<file path="config.mk">
export PLATFORM = sky130hd
export DESIGN_NAME = trng_conditioner
export DESIGN_NICKNAME = d
export VERILOG_FILES = /design/src/rtl/trng_conditioner.sv
export SDC_FILE = /design/constraint.sdc
export NUM_CORES = 1
export LEC_CHECK = 0
export BUFFER_PORTS_ARGS = -buffer_cell sky130_fd_sc_hd__buf_2
export CAP_MARGIN = 20
export CORE_MARGIN = 2
export CORE_UTILIZATION = 52
export DETAILED_ROUTE_END_ITERATION = 7
export PLACE_DENSITY = 0.76
export SLEW_MARGIN = 10
export SYNTH_ARGS = -nofsm -noshare
export SYNTH_HDL_FRONTEND = slang
export SYNTH_SLANG_ARGS = --single-unit
</file>
<file path="constraint.sdc">
create_clock -name clk -period 2.4 [get_ports clk]
set_clock_uncertainty 0.15 [all_clocks]
set_input_delay 0.72 -clock clk [delete_from_list [all_inputs] [get_ports clk]]
set_output_delay 0.72 -clock clk [all_outputs]
set_load 0.01 [all_outputs]
</file>
<file path="src/rtl/trng_conditioner.sv">
// ---------------------------------------------------------------------------
// trng_conditioner
//
// Post-processing stage for the raw TRNG core output. Each accepted 8-bit
// sample is folded to its parity bit, debiased by a von Neumann extractor,
// and the surviving bits are packed MSB-first into bytes presented on a
// valid/ready port. A repetition-count health test watches the raw bytes
// and latches a permanent failure (cleared only by reset) when the source
// repeats the same value RCT_CUTOFF times in a row.
//
// Parameters
//   RCT_CUTOFF   consecutive identical raw samples that declare a failure
//                (legal range 2..255)
//
// Ports
//   clk          clock
//   reset        synchronous, active-high reset
//   raw_in       raw sample from the TRNG core
//   raw_valid    raw_in carries a new sample this cycle
//   enable       conditioning enable
//   out_data     conditioned byte
//   out_valid    out_data holds an unconsumed byte
//   out_ready    consumer accepts out_data this cycle
//   health_fail  sticky repetition-count failure
//   drop_count   saturating count of kept bits lost to a blocked output
// ---------------------------------------------------------------------------
module trng_conditioner #(
    parameter int unsigned RCT_CUTOFF = 32
) (
    input  logic       clk,
    input  logic       reset,
    input  logic [7:0] raw_in,
    input  logic       raw_valid,
    input  logic       enable,
    output logic [7:0] out_data,
    output logic       out_valid,
    input  logic       out_ready,
    output logic       health_fail,
    output logic [7:0] drop_count
);

    localparam logic [1:0] S_IDLE = 2'd0;
    localparam logic [1:0] S_RUN  = 2'd1;
    localparam logic [1:0] S_FAIL = 2'd2;

    localparam logic [7:0] LP_CUTOFF = 8'(RCT_CUTOFF);

    logic [1:0] r_state;
    logic       r_pair_pending;
    logic       r_pair_bit;
    logic [6:0] r_packer;
    logic [2:0] r_bit_cnt;
    logic [7:0] r_rct_cnt;
    logic [7:0] r_prev;
    logic [7:0] r_out_data;
    logic       r_out_valid;
    logic [7:0] r_drop_count;

    logic       w_accept;
    logic       w_bit;
    logic       w_repeat;
    logic [7:0] w_rct_next;
    logic       w_trip;
    logic       w_clear;
    logic       w_keep;
    logic       w_byte_done;
    logic       w_out_free;
    logic       w_load;
    logic       w_drop;
    logic       w_xfer;
    logic [7:0] w_byte;

    assign w_accept = raw_valid && enable && (r_state == S_RUN);
    assign w_bit    = ^raw_in;

    // rct_cnt == 0 marks "no previous sample since reset/IDLE", so the first
    // sample always restarts the run at 1 regardless of r_prev.
    assign w_repeat   = (r_rct_cnt != 8'd0) && (raw_in == r_prev);
    assign w_rct_next = !w_repeat           ? 8'd1 :
                        (r_rct_cnt == 8'hFF) ? 8'hFF : r_rct_cnt + 8'd1;
    assign w_trip     = w_accept && (w_rct_next == LP_CUTOFF);

    // Leaving RUN (or sitting in IDLE) discards partial pair/packer state.
    assign w_clear = (r_state != S_FAIL) && !enable;

    // The tripping sample itself is not conditioned: pipeline is frozen.
    assign w_keep      = w_accept && !w_trip && r_pair_pending && (w_bit != r_pair_bit);
    assign w_byte_done = w_keep && (r_bit_cnt == 3'd7);
    assign w_out_free  = !r_out_valid || out_ready;
    assign w_load      = w_byte_done && w_out_free;
    assign w_drop      = w_byte_done && !w_out_free;
    assign w_xfer      = r_out_valid && out_ready;
    assign w_byte      = {r_packer, r_pair_bit};

    // State register
    always_ff @(posedge clk) begin
        if (reset) begin
            r_state <= S_IDLE;
        end else begin
            case (r_state)
                S_IDLE:  if (enable) r_state <= S_RUN;
                S_RUN: begin
                    if (w_trip)       r_state <= S_FAIL;
                    else if (!enable) r_state <= S_IDLE;
                end
                S_FAIL:  r_state <= S_FAIL;
                default: r_state <= S_IDLE;
            endcase
        end
    end

    // Extractor, packer and repetition-count test
    always_ff @(posedge clk) begin
        if (reset) begin
            r_pair_pending <= 1'b0;
            r_pair_bit     <= 1'b0;
            r_packer       <= '0;
            r_bit_cnt      <= '0;
            r_rct_cnt      <= '0;
            r_prev         <= '0;
        end else if (w_clear) begin
            r_pair_pending <= 1'b0;
            r_pair_bit     <= 1'b0;
            r_packer       <= '0;
            r_bit_cnt      <= '0;
            r_rct_cnt      <= '0;
        end else if (w_accept && !w_trip) begin
            r_rct_cnt <= w_rct_next;
            r_prev    <= raw_in;

            if (!r_pair_pending) begin
                r_pair_bit     <= w_bit;
                r_pair_pending <= 1'b1;
            end else begin
                r_pair_pending <= 1'b0;
            end

            if (w_keep) begin
                if (r_bit_cnt != 3'd7) begin
                    r_packer  <= {r_packer[5:0], r_pair_bit};
                    r_bit_cnt <= r_bit_cnt + 3'd1;
                end else if (w_load) begin
                    r_bit_cnt <= '0;
                end
                // On a blocked 8th bit the 7 packed bits are kept and
                // bit_cnt stays at 7 so the next kept bit retries the load.
            end
        end
    end

    // Output register, handshake and drop counter
    always_ff @(posedge clk) begin
        if (reset) begin
            r_out_data   <= '0;
            r_out_valid  <= 1'b0;
            r_drop_count <= '0;
        end else begin
            if (w_trip || (r_state == S_FAIL)) begin
                r_out_valid <= 1'b0;
            end else if (w_load) begin
                r_out_data  <= w_byte;
                r_out_valid <= 1'b1;
            end else if (w_xfer) begin
                r_out_valid <= 1'b0;
            end

            if (w_drop && (r_drop_count != 8'hFF)) begin
                r_drop_count <= r_drop_count + 8'd1;
            end
        end
    end

    assign out_data    = r_out_data;
    assign out_valid   = r_out_valid;
    assign health_fail = (r_state == S_FAIL);
    assign drop_count  = r_drop_count;

endmodule

</file>
==> run metrics <==
Root Driver=clkbuf_8; synthesized flop and latch total=47; full die area=5240 µm²; Max IR drop VDD=400 µV; MaxCap Viol Count=0; Vias/cell=roughly 6; top cell type by total area after synthesis=dfxtp_1; CP Capture Type=flop; HPWL Detailed=3.96 mm; antenna-violating nets left=0; max-slew violation count=0; unrepaired setup endpoints after global routing=yes; CTS Sinks=47; Leak=around 1.3 nW; hold_sp=out_data[5]$_SDFFE_PP0P_; Post-Route WL=6.28 mm; Mapped Avg Cell Area=between 8 and 9 µm²; GP Congestion=slightly below 1; final period utilization=1.00; CP startpoint=raw_in[1]; global route overflow=0; drt drc=0; Die Y=72.4 µm; fraction of layout cells with a size suffix above 1=0.377; vias in the first global route=1981; Ports=31; top post-synthesis cells by count=47 x dfxtp_1, 37 x nand2_1, 25 x mux2i_1, 20 x nor2_1, 12 x a21oi_1; WL/cell=15.9 µm; Die W=72.4 µm; Max Root-Sink Buffers=2; Post-synth EDFFs=0; DR iter-0 viols=241; Syn-to-layout area delta=38.4%; CTS tree=built; Setup CP Type=in -> reg; sequential area share after synthesis=0.387; Core Area=4410 µm²; insertion delay to the later sink of the worst-skew pair=0.31 ns; CP Max Fanout=5; Fin Hold WS=0.307 ns; power per cell area=461 nW/µm²; crit path time final=approximately 2.4 ns; Critical R2R Launch=r_rct_cnt[1]$_SDFFE_PP0P_; Slew @ Worst Pin=0.795 ns; Post-Route Utilization=0.762; first-pass GRT wire length=9.11 mm; final net count=359; clk slew on worst S/H paths=0.10 ns; outcome=complete, no violations; Required @ worst endpoint=2.46 ns; detailed-route via count=2309; Slew HR=0.468; CTS buffer count=5; critical path arrival=roughly 2.5 ns; top post-synthesis cells by area=dfxtp_1 39%, mux2i_1 10%, nand2_1 5.7%, xor2_1 3.2%, nor2_1 3.1%; Buffers on Ports=30; fmax=between 400 and 500 MHz; top cell type's share of synthesized area=0.387; hold buffers post-CTS=0; htree depth=2; Placed Cells incl. Taps=382; largest net degree at the start of global routing=19; number of core rows=24; HP Class=reg -> reg; initial antenna violation count=0; Fin. Hold Viols=0; syn_nets=290; total track usage=0.224; ant diodes=0; post-synth cell types=48; Finished Layout Cells=394; pre-CTS WS=-0.328 ns; Mapped Cells=about 270; final setup margin=between 0.0006 and 0.0007 ns; starting density of the core=0.550; count leader, synth=dfxtp_1; Startpoint Class=input port; Synth Warn #=0; Primary FF master, synth=dfxtp_1; DRT Pass-1 Iters=4; Finish-stage setup viols=0; Post-synth ARST share=0; Syn Std Cell Area=2430 µm²
metrics by stage:
stage	instance area (µm²)	setup TNS [ns]	total power, mW
final	3360	0	1.55
after global routing	3360	-0.727	1.59
after CTS	3200	-0.0112	1.54
after detailed placement	2990	-12.13	0.939
after global placement	2990	-8.76	0.936
after floorplan	2520	-0.0686	0.891
final timing paths:
path                                end  slack [ns]  cells after the start
min            out_data[5]$_SDFFE_PP0P_        0.31                      2
max reg2reg  drop_count[7]$_SDFFE_PP0P_        0.02                      9
max          drop_count[5]$_SDFFE_PP0P_      0.0007                      8
min reg2reg    out_data[5]$_SDFFE_PP0P_        0.31                      2
report_power, final:
group / internal, mW / total, mW / switching [mW]
Combinational: 0.0758 / 0.163 / 0.0873
Sequential: 0.783 / 0.787 / 0.00391
Clock: 0.314 / 0.599 / 0.285
Total: 1.17 / 1.55 / 0.377
cells by family after synthesis:
family | count (synthesis) | share of synthesized area
buffers and inverters | 21 | 0.0417
XOR/XNOR | 18 | 0.0716
AO/OA/AOI/OAI | 43 | 0.119
multiplexers | 27 | 0.112
adder cells (fa/ha/maj) | 5 | 0.0257
flip-flops | 47 | 0.387
AND/OR/NAND/NOR | 111 | 0.243
registers in the layout, summed over array words and instances (netlist names):
name and cells:
r_bit_cnt 3, drop_count 8, r_state 2, out_data 8, r_prev 8, r_pair_bit 1
r_packer 7, r_rct_cnt 8, out_valid 1, r_pair_pending 1
worst max-delay path, cell delays in order:
cell     delay [ns]
buf_4          0.14
xnor2_4        0.15
xnor2_2        0.25
xor3_2         0.38
nand3_4        0.14
buf_4          0.18
nor3_4         0.18
mux2_4         0.31
cell usage in the layout (no fill, tap or decap), types with 7 or more instances in the layout:
| master | netlist | layout |
|---|---|---|
| mux2i_1 | 25 | 25 |
| nand2_1 | 37 | 36 |
| nor3_1 | 10 | 8 |
| buf_4 | 3 | 43 |
| dfxtp_1 | 47 | 45 |
| nand3_1 | 8 | 7 |
| xor2_1 | 9 | 9 |
| a21oi_1 | 12 | 8 |
| nor2_1 | 20 | 20 |
| buf_2 | 3 | 28 |
repair_timing:
| item | in CTS | in global routing |
|---|---|---|
| cloned | 0 | 2 |
| pin swaps | 4 | 14 |
| setup endpoints to repair | 18 | 41 |
| gates resized for setup | 16 | 27 |
| buffers inserted | 1 | 2 |
routing by layer:
metal  vias up  part of all wire  GRT usage
met2        92              0.48      0.358
li1       1120                 -          -
met4         0             0.024     0.0881
met3        16             0.066     0.0458
met1      1081              0.43      0.296
met5         -                 0          0
cell type report:
class	count	area [µm²]
repair buffers	75	526
clock inverters	3	46.3
flip-flops and latches	47	946
clock buffers	5	68.8
inverters	6	22.5
well taps	52	65.1
fillers	282	1050
multi-input cells	206	1690
(Power assumes the default switching activity.)
